**src/rtl/serial_subtractor.sv**
```systemverilog
// Bit-serial subtractor: computes A - B - borrow_in one bit per clock, LSB first,
// and presents the registered result with a one-cycle done pulse.
module serial_subtractor #(
    parameter int unsigned WIDTH = 4
) (
    input  logic             clock,
    input  logic             reset,
    input  logic             start,
    input  logic [WIDTH-1:0] minuend,
    input  logic [WIDTH-1:0] subtrahend,
    input  logic             borrow_in,
    output logic [WIDTH-1:0] difference,
    output logic             borrow_out,
    output logic             busy,
    output logic             done
);

    localparam int unsigned IDX_W = $clog2(WIDTH);

    typedef enum logic [1:0] {
        S_IDLE,
        S_SHIFT,
        S_DONE
    } state_t;

    state_t           r_state;
    state_t           w_next;
    logic [IDX_W-1:0] r_idx;
    logic [WIDTH-1:0] r_a;
    logic [WIDTH-1:0] r_b;
    logic             r_br;
    logic [WIDTH-1:0] r_dacc;
    logic             w_a_bit;
    logic             w_b_bit;
    logic             w_d;
    logic             w_br_next;
    logic             w_last;
    logic [WIDTH-1:0] w_result;

    always_comb begin
        w_a_bit   = r_a[r_idx];
        w_b_bit   = r_b[r_idx];
        w_d       = w_a_bit ^ w_b_bit ^ r_br;
        w_br_next = (~w_a_bit & w_b_bit) | (~w_a_bit & r_br) | (w_b_bit & r_br);
        w_last    = (r_idx == IDX_W'(WIDTH - 1));
        // Merge the bit being computed this cycle so the result can load on the same edge.
        w_result        = r_dacc;
        w_result[r_idx] = w_d;
    end

    always_ff @(posedge clock) begin
        if (reset) begin
            r_state <= S_IDLE;
        end else begin
            r_state <= w_next;
        end
    end

    always_comb begin
        w_next = r_state;
        busy   = 1'b0;
        done   = 1'b0;
        unique case (r_state)
            S_IDLE: begin
                if (start) begin
                    w_next = S_SHIFT;
                end
            end
            S_SHIFT: begin
                busy = 1'b1;
                if (w_last) begin
                    w_next = S_DONE;
                end
            end
            S_DONE: begin
                done   = 1'b1;
                w_next = S_IDLE;
            end
            default: w_next = S_IDLE;
        endcase
    end

    always_ff @(posedge clock) begin
        if (reset) begin
            r_idx      <= '0;
            r_a        <= '0;
            r_b        <= '0;
            r_br       <= 1'b0;
            r_dacc     <= '0;
            difference <= '0;
            borrow_out <= 1'b0;
        end else begin
            case (r_state)
                S_IDLE: begin
                    if (start) begin
                        r_a    <= minuend;
                        r_b    <= subtrahend;
                        r_br   <= borrow_in;
                        r_idx  <= '0;
                        r_dacc <= '0;
                    end
                end
                S_SHIFT: begin
                    r_dacc[r_idx] <= w_d;
                    r_br          <= w_br_next;
                    r_idx         <= r_idx + IDX_W'(1);
                    if (w_last) begin
                        difference <= w_result;
                        borrow_out <= w_br_next;
                    end
                end
                default: ;
            endcase
        end
    end

endmodule
```
**config.mk**
```make
export PLATFORM = sky130hd
export DESIGN_NAME = serial_subtractor
export DESIGN_NICKNAME = d
export VERILOG_FILES = /design/src/rtl/serial_subtractor.sv
export SDC_FILE = /design/constraint.sdc
export NUM_CORES = 1
export LEC_CHECK = 0
export CORE_ASPECT_RATIO = 0.7
export CORE_MARGIN = 10
export CORE_UTILIZATION = 40
export CTS_CLUSTER_SIZE = 28
export DETAILED_ROUTE_END_ITERATION = 6
export PLACE_DENSITY = 0.74
export SLEW_MARGIN = 20
export SYNTH_ARGS = -nofsm -noshare
export SYNTH_HDL_FRONTEND = slang
export SYNTH_SLANG_ARGS = --single-unit
export TNS_END_PERCENT = 50
```
**constraint.sdc**
```tcl
create_clock -name clock -period 2.6 [get_ports clock]
set_clock_uncertainty 0.05 [all_clocks]
set_input_delay 0.26 -clock clock [delete_from_list [all_inputs] [get_ports clock]]
set_output_delay 0.26 -clock clock [all_outputs]
set_load 0.01 [all_outputs]
```
==> flow_summary.toml <==
[die]
fp.dieH_um = 61.5
io-pin-count = 19
rows = 14
initial_core_util = 0.438
die_w_um = 79.2
dieArea_sq_um = 4870
core_area_sq_um = 2240

[drt]
antenna_left = 0
via_per_inst = 5.13
wirelength_mm = 2.15
first_iter_violations = 50
wire_per_inst_um = 14.1
drt_pre_antenna_iters = 4
drc = 0
vias = 779

[clock_network]
ctsResizeCount = 0
clock_sinks = 21
cts_made_buffers = 3
root_buffer = "clkbuf_4"
htree_levels = 1
cts_max_path_buffers = 2
tritoncts = "done"
ctsHoldBuffers = 0
cts.clk_slew.worst_paths_ns = 0.11
clock_latency_ns = 0.30
cts_setup_buffers = 0

[global_route]
grt_pass1_vias = 749
grt_max_degree = 22
grt_usage = 0.0934
grt_pass1_wl_mm = 3.59
overflow = 0
antenna_found_initial = 0

[worst_setup_path]
cp_data_arrival_time_ns = 2.47
cp.required_ns = 2.77
endpoint_kind = "flip-flop"
worst-path-max-fanout = 6
worst-setup-path-type = "reg -> reg"
start_kind = "flip-flop"

[finish]
nets = 138
multi_input_area_sq_um = 517
fillers = 214
fin_area_sq_um = 1200
seq_area_sq_um = 420
drive_gt1_frac = 0.0667
n_antenna_cell = 0
area_growth_pct = 22.4

[place]
dpl.hpwl_mm = 1.67
portBuffers = 18
dp_slack_ns = 0.315
dpl_cell_area_sq_um = 1180
gp_congestion = 0.907

[yosys]
synthCells = 102
synth_area_leaders = "dfxtp_1, mux2i_1, nor2_1"
ys_ff_latch = 21
synth_top_area_cell = "dfxtp_1"
synth_xor_area_frac = 0
syn_nets = 119
synthArstFlopShare = 0
synth_top_family_by_area = "simple AND/OR/NAND/NOR gates"
yosys.area_share.adder = 0.0713
yosys.cell_count.top_type = "dfxtp_1"
synth_commonest_cells = "dfxtp_1, nor2_1, a21oi_1, mux2i_1, nand2_1"
muxShareOfSynthArea = 0.138
synth_edf_count = 0
synth_area_per_cell_sq_um = 9.63
synthSimpleGateAreaFrac = 0.222
netlist.area_leader.share = 0.428
synthesis.area_sq_um = 982
ys_seq_area_frac = 0.428
synth_compound_area_frac = 0.0955
ys_warn_count = 0
ys.flop_type = "dfxtp_1"
ys_types = 23

[sta]
fin_ws_ns = 0.300
fin_crit_ns = 2.30
rsz0062_at_grt = "false"
slew_headroom = 0.482
worst_pin_slew_ns = 0.775
tns_ns = 0
setup_violations = 0
fin_crit_sh = 0.885
finalHoldWorstSlack_ns = 0.409
max_freq_mhz = 435
finalHoldViolCount = 0
drv_slew = 0

[power_and_ir_drop]
vdd_drop_max_mv = 0.235
power_density_nw_per_um2 = 508
leakagePower_nw = 0.472
p_total_mw = 0.611

[hold_path]
hold_class = "reg -> reg"

[status]
outcome = "complete, no violations"

[job]
drv_cap = 0
[cell usage in the layout (no fill, tap or decap), drive strengths merged]
cell type      count
buf                1
nor2              17
ha                 4
o21bai             1
or3b               1
mux4               2
or3                1
a21oi              9
nand2              9
clkbuf             4
nand3b             1
fa                 1
nand2b             1
nor3b              6
dfxtp             21
a211o              3
o21ai              3
nor3               2
nor2b              3
clkdlybuf4s50     18
mux2i              9
inv                3
[path summary, 6_finish.rpt]
check,from,to,slack [ns],depth (start not counted)
setup / recovery,r_idx[0],r_dacc[0],0.30,6
hold / removal,difference[0],difference[0],0.41,2
hold reg to reg,difference[0],difference[0],0.41,2
setup reg to reg,r_idx[0],r_dacc[0],0.30,6
[cell type report]
class	instances	area share
tap	32	0.0333
timing repair buffer	19	0.156
multi-input combinational	73	0.430
sequential	21	0.350
inverter	3	0.00937
clock buffer	4	0.0219
[cells by family (layout without fill, tap and decap cells)]
| logic type | count (synthesis) | count (layout) |
|---|---|---|
| AO/OA/AOI/OAI | 16 | 16 |
| adder cells (fa/ha/maj) | 5 | 5 |
| buffers and inverters | 8 | 26 |
| flip-flops | 21 | 21 |
| multiplexers | 11 | 11 |
| AND/OR/NAND/NOR | 41 | 41 |
[routing by layer]
layer	share of wire	GRT usage	vias to the layer above
li1	-	-	384
met1	0.47	0.120	361
met2	0.44	0.139	32
met3	0.083	0.0378	2
met4	0.0088	0.0331	0
met5	0	0	-
[worst max-delay path, stage by stage, from the launching register on]
cell	delay (ns)
dfxtp_1	0.50
mux4_2	0.54
inv_1	0.10
fa_1	0.49
nor3b_2	0.30
nand2_1	0.11
a21oi_1	0.13
[state kept, by name, indices dropped and copies added (netlist names)]
signal	flops
r_idx	2
r_dacc	3
r_a	4
borrow_out	1
r_state	2
difference	4
r_br	1
r_b	4
[power by group]
group          internal (mW)  leakage [nW]  switching (mW)
combinational         0.0555         0.286          0.0508
clock                 0.0598        0.0150          0.0933
sequential             0.337         0.171          0.0154
total                  0.452         0.472           0.160
[through the flow]
| stage | util | instances |
|---|---|---|
| 2_1_floorplan | - | 102 |
| 3_3_place_gp | 0.525 | 148 |
| 3_5_place_dp | 0.525 | 148 |
| 4_1_cts | 0.536 | 152 |
| 5_1_grt | 0.536 | 152 |
| 6_report | 0.536 | 152 |
Power figures use the tool's default switching activity.
